`config.mk`:
```
export PLATFORM = sky130hd
export DESIGN_NAME = decoder
export DESIGN_NICKNAME = d
export VERILOG_FILES = /design/src/rtl/decoder.sv
export SDC_FILE = /design/constraint.sdc
export NUM_CORES = 1
export LEC_CHECK = 0
export ABC_AREA = 0
export CORE_MARGIN = 4
export CORE_UTILIZATION = 48
export CTS_CLUSTER_DIAMETER = 80
export DETAILED_ROUTE_END_ITERATION = 16
export MAX_ROUTING_LAYER = met4
export PLACE_DENSITY = 0.76
export SYNTH_ARGS = -nofsm -noshare
export SYNTH_HDL_FRONTEND = slang
export SYNTH_SLANG_ARGS = --single-unit
```
`constraint.sdc`:
```
create_clock -name clk -period 1.7 [get_ports clk]
set_input_delay 0.255 -clock clk [delete_from_list [all_inputs] [get_ports clk]]
set_output_delay 0.255 -clock clk [all_outputs]
set_load 0.01 [all_outputs]
```
`src/rtl/decoder.sv`:
```
// rtl/decoder.sv - HSI link serial-to-parallel frame receiver
//
// Recovers 11-bit frames (start 0, 8 data bits, odd parity, stop 1) sampled
// once per clk_en tick, and delivers each byte through a level-valid /
// read-acknowledge handshake.
//
// Optional feature macro: DECODER_PARITY_CHECK_EN
//   defined     : parity accumulator present, par_err reports bad parity
//   not defined : accumulator removed, par_err tied to 0 (PARITY tick kept)
//
// Parameters:
//   MSB_FIRST - 0: data bit 0 arrives first; 1: data bit 7 arrives first
// Ports:
//   clk      - system clock
//   n_rst    - asynchronous active-low reset
//   clk_en   - bit tick, one line sample per asserted cycle
//   d        - serial line, idles high
//   rd       - read acknowledge pulse, sampled every clk
//   q        - received byte, held until the next delivery
//   q_rdy    - q valid, held until rd
//   par_err  - parity error of the byte currently in q
//   frm_err  - sticky, a stop bit was sampled low
//   ovr      - sticky, a frame completed while q_rdy was high
//   busy     - receiver is not idle

module decoder #(
    parameter int MSB_FIRST = 0
) (
    input  logic       clk,
    input  logic       n_rst,
    input  logic       clk_en,
    input  logic       d,
    input  logic       rd,
    output logic [7:0] q,
    output logic       q_rdy,
    output logic       par_err,
    output logic       frm_err,
    output logic       ovr,
    output logic       busy
);

    localparam logic [2:0] ST_IDLE   = 3'd0;
    localparam logic [2:0] ST_DATA   = 3'd1;
    localparam logic [2:0] ST_PARITY = 3'd2;
    localparam logic [2:0] ST_STOP   = 3'd3;
    localparam logic [2:0] ST_BREAK  = 3'd4;

    logic [2:0] state;
    logic [7:0] sr;
    logic [2:0] cnt;
    logic [7:0] sr_next;
    logic       deliver;

    assign sr_next = (MSB_FIRST != 0) ? {sr[6:0], d} : {d, sr[7:1]};

    // A good stop bit lands in q unless an unread byte is already there;
    // an rd on the same edge frees the holding register first.
    assign deliver = clk_en && (state == ST_STOP) && d && (!q_rdy || rd);

    always_ff @(posedge clk or negedge n_rst) begin
        if (!n_rst) begin
            state   <= ST_IDLE;
            sr      <= 8'h00;
            cnt     <= 3'd0;
            q       <= 8'h00;
            q_rdy   <= 1'b0;
            frm_err <= 1'b0;
            ovr     <= 1'b0;
            busy    <= 1'b0;
        end else begin
            if (rd) begin
                q_rdy   <= 1'b0;
                frm_err <= 1'b0;
                ovr     <= 1'b0;
            end
            if (clk_en) begin
                case (state)
                    ST_IDLE: begin
                        if (!d) begin
                            state <= ST_DATA;
                            cnt   <= 3'd0;
                            busy  <= 1'b1;
                        end
                    end
                    ST_DATA: begin
                        sr  <= sr_next;
                        cnt <= cnt + 3'd1;
                        if (cnt == 3'd7) begin
                            state <= ST_PARITY;
                        end
                    end
                    ST_PARITY: begin
                        state <= ST_STOP;
                    end
                    ST_STOP: begin
                        if (d) begin
                            state <= ST_IDLE;
                            busy  <= 1'b0;
                            if (deliver) begin
                                q     <= sr;
                                q_rdy <= 1'b1;
                            end else begin
                                ovr <= 1'b1;
                            end
                        end else begin
                            frm_err <= 1'b1;
                            state   <= ST_BREAK;
                        end
                    end
                    ST_BREAK: begin
                        // The first high sample ends the break; it is not a start bit.
                        if (d) begin
                            state <= ST_IDLE;
                            busy  <= 1'b0;
                        end
                    end
                    default: begin
                        state <= ST_IDLE;
                        busy  <= 1'b0;
                    end
                endcase
            end
        end
    end

`ifdef DECODER_PARITY_CHECK_EN
    logic acc;
    logic par_err_r;

    // acc collects data bits and the parity bit; odd parity leaves it at 1.
    always_ff @(posedge clk or negedge n_rst) begin
        if (!n_rst) begin
            acc       <= 1'b0;
            par_err_r <= 1'b0;
        end else begin
            if (rd) begin
                par_err_r <= 1'b0;
            end
            if (clk_en) begin
                case (state)
                    ST_IDLE: begin
                        if (!d) begin
                            acc <= 1'b0;
                        end
                    end
                    ST_DATA, ST_PARITY: begin
                        acc <= acc ^ d;
                    end
                    default: begin
                    end
                endcase
            end
            if (deliver) begin
                par_err_r <= ~acc;
            end
        end
    end

    assign par_err = par_err_r;
`else
    assign par_err = 1'b0;
`endif

endmodule

```
==> impl_summary.log <==
[metrics] Initial Utilization: 50.76%
[metrics] count of pins on the block boundary: 18
[metrics] remaining antenna violation count: 0
[metrics] element type at the critical path end: output port
[metrics] area growth from synthesis to final layout: 20.20%
[metrics] post-synthesis sequential element count: 26
[metrics] Ys Warns: 0
[metrics] area of the mapped netlist: 1134 um^2
[metrics] number of buffer cells added on primary ports: 16
[metrics] highest clock frequency the design can meet: 664.2 MHz
[metrics] Floorplan Core Area: 2233 um^2
[metrics] power per cell area: 1413 nW/um^2
[metrics] cells taking the most area after synthesis: dfrtp_1 (57%), mux2_2 (15%), a22o_1 (3.1%)
[metrics] vias after detailed routing: 699
[metrics] highest-delay cell along the critical path: clkdlybuf4s50_1
[metrics] first-pass GRT wire length: 3456 um
[metrics] H-tree Lvls: 1
[metrics] period utilization: 88.56%
[metrics] number of enable flip-flop cells after synthesis: 0
[metrics] slowest cell delay on critical path: 0.55 ns
[metrics] height of the die: 56.60 um
[metrics] total nets after synthesis: 90
[metrics] path type of the worst setup path: flop to output port
[metrics] Setup-failing EPs final: 0
[metrics] WP data required: 1.44 ns
[metrics] number of gates resized after CTS: 0
[metrics] startpoint type of the worst setup path: flop
[metrics] biggest fanout along the worst timing path: 2
[metrics] FF-to-FF setup slack: 0.23 ns
[metrics] fraction of registers with async set/reset: 100.0%
[metrics] clock root buffer: clkbuf_4
[metrics] sequential element share of the synthesized area: 57.40%
[metrics] register clock-pin slew on the reported worst setup and hold paths: 0.13 ns
[metrics] area enclosed by the die boundary: 3203 um^2
[metrics] Final nets: 112
[metrics] Yosys top cell by area: dfrtp_1
[metrics] fraction of final layout cells sized beyond drive strength 1: 28.85%
[metrics] die width: 56.60 um
[metrics] Top Family by Delay on Critical Path: buffers and inverters
[metrics] most instantiated library cell after synthesis: dfrtp_1
[metrics] Lkg Pwr: 0.0006515 uW
[metrics] result of the run: finished clean
[metrics] gpl congestion: 0.6900
[metrics] Worst Path Arrival: 1.25 ns
[metrics] combined buffer and inverter count along the critical path: 1
[metrics] Peak supply drop: 1.030 mV
[metrics] # DRC: 0
[metrics] final setup skew: 0.004398 ns
[metrics] number of design-rule violations left by the first detailed-router iteration: 5
[metrics] PnR worst setup slack: 0.1944 ns
[metrics] antenna diode count: 0
[metrics] setup bufs post-CTS: 0
[metrics] minimum clock period: 1.506 ns
[metrics] Primary FF master, synth: dfrtp_1
[metrics] Final Hold Vio Count: 0
[metrics] fraction of post-synthesis cell area in the top cell type by area: 57.40%
[metrics] Global Route Usage Sum: 14.20%
[metrics] TritonCTS clock tree: built
[metrics] classification of the worst-slack hold path: input port to asynchronous set/reset pin
[metrics] Final TNS setup: 0 ns
[metrics] sink count of the clock tree: 26
[metrics] number of clock buffers inserted by TritonCTS: 3
[metrics] utilization of the core after routing: 61.01%
[metrics] detail-routed via count per cell: 5.295
[metrics] number of iterations in the first detailed-routing pass: 4
[metrics] max-slew violations: 0
[metrics] total number of placement rows: 17
[metrics] buffer levels on the longest clock path: 2
[metrics] cell breakdown of the critical path: clkdlybuf4s50_1
[metrics] Wirelength per Cell: 14.83 um
[metrics] library cells used by synthesis: 27
[metrics] post-route cell area: 1363 um^2
[metrics] standard cell area after detailed placement: 1326 um^2
[metrics] commonest cells in the netlist: dfrtp_1 (26), mux2_2 (15), inv_1 (5)
[metrics] vias in the first global route: 765
[metrics] post-cts hold buffer count: 0
[metrics] aggregate global routing overflow: 0
[metrics] post-synthesis instance total: 83
[metrics] wirelength, routed: 1958 um
[metrics] unrepaired setup endpoints after global routing: false
[metrics] antenna violations before repair: 0
[metrics] pre-CTS setup slack: -0.03151 ns
[metrics] half-perimeter wire length after placement: 1449 um
[metrics] number of maximum-capacitance constraint violations: 0
[metrics] clk_lat worst skew: 0.31 ns
[metrics] pin count of the biggest net entering global routing: 27
[metrics] synthesized area per cell: 13.66 um^2
==> cell families after synthesis <==
family	after synthesis	synth area share [%]
compound gates	15	9.383
fa+ha+maj	2	2.207
buf+inv	10	5.850
flops	26	57.39
mux	17	17.55
other cells	1	0.3308
simple gates	12	7.286
==> placed cells by master, fill, tap and decap left out <==
cell type        netlist  routed
a22o_1                 4       4
nand2b_1               1       1
inv_1                  5       5
a31oi_1                1       1
clkbuf_8               1       1
buf_4                  3       6
o22ai_1                1       1
o21ai_0                4       4
clkbuf_4               0       3
a311o_1                1       1
o31ai_1                1       1
clkdlybuf4s50_1        0      16
conb_1                 1       1
a211o_1                1       1
nor3_1                 1       1
o211ai_1               1       1
nor2b_1                1       1
dfrtp_1               26      26
and4b_1                1       1
or2b_2                 1       1
nor2_1                 2       2
ha_1                   2       2
mux2_2                15      15
nand3_4                1       1
nor3_2                 1       1
mux2_4                 2       2
a21oi_1                1       1
nand2_1                3       3
==> routing by layer <==
metal  up-vias  share of wire (%)  GRT usage (%)
met5         -                  0              -
met4         0                1.0          4.407
met3         4                4.5          5.057
met2        15                 49          21.78
met1       349                 45          17.55
li1        331                  -              -
==> state kept, by name, indices dropped and copies added (netlist names) <==
register,flops
busy,1
cnt,3
frm_err,1
ovr,1
q,8
q_rdy,1
sr,8
state,3
==> path summary, 6_finish.rpt <==
path,to,cells after the start,start
max in group asynchronous,sr[4]$_DFFE_PN0P_,2,n_rst
worst max register to register,q[3]$_DFFE_PN0P_,3,state[1]$_DFFE_PN0P_
min in group clk,q[6]$_DFFE_PN0P_,1,q[6]$_DFFE_PN0P_
worst min-delay path,frm_err$_DFF_PN0_,2,n_rst
worst max-delay path,q[2],1,q[2]$_DFFE_PN0P_
worst min register to register,q[6]$_DFFE_PN0P_,1,q[6]$_DFFE_PN0P_
==> final cells by class <==
cell class / instances / area [um^2]
Multi-Input combinational cell: 47 / 416.7
Fill cell: 183 / 870.8
Clock buffer: 4 / 36.28
Timing Repair Buffer: 22 / 205.2
Tap cell: 28 / 35.03
Sequential cell: 26 / 650.6
Inverter: 5 / 18.77
==> through the flow <==
step / hold slack, ns / power, uW / cells
6_report: 0.2833 / 1926 / 132
3_5_place_dp: 0.4940 / 1651 / 128
3_3_place_gp: 0.4847 / 1612 / 128
5_1_grt: 0.2990 / 2062 / 132
2_1_floorplan: -0.04059 / 1372 / 83
4_1_cts: 0.2948 / 1955 / 132
==> power breakdown <==
| group | internal (uW) | total [uW] | switching (uW) | leakage (uW) |
|---|---|---|---|---|
| combinational | 403 | 631 | 228 | 0.000299 |
| sequential | 833 | 992 | 159 | 0.000331 |
| clock | 131 | 302 | 171 | 0.0000210 |
Power figures use the tool's default switching activity.
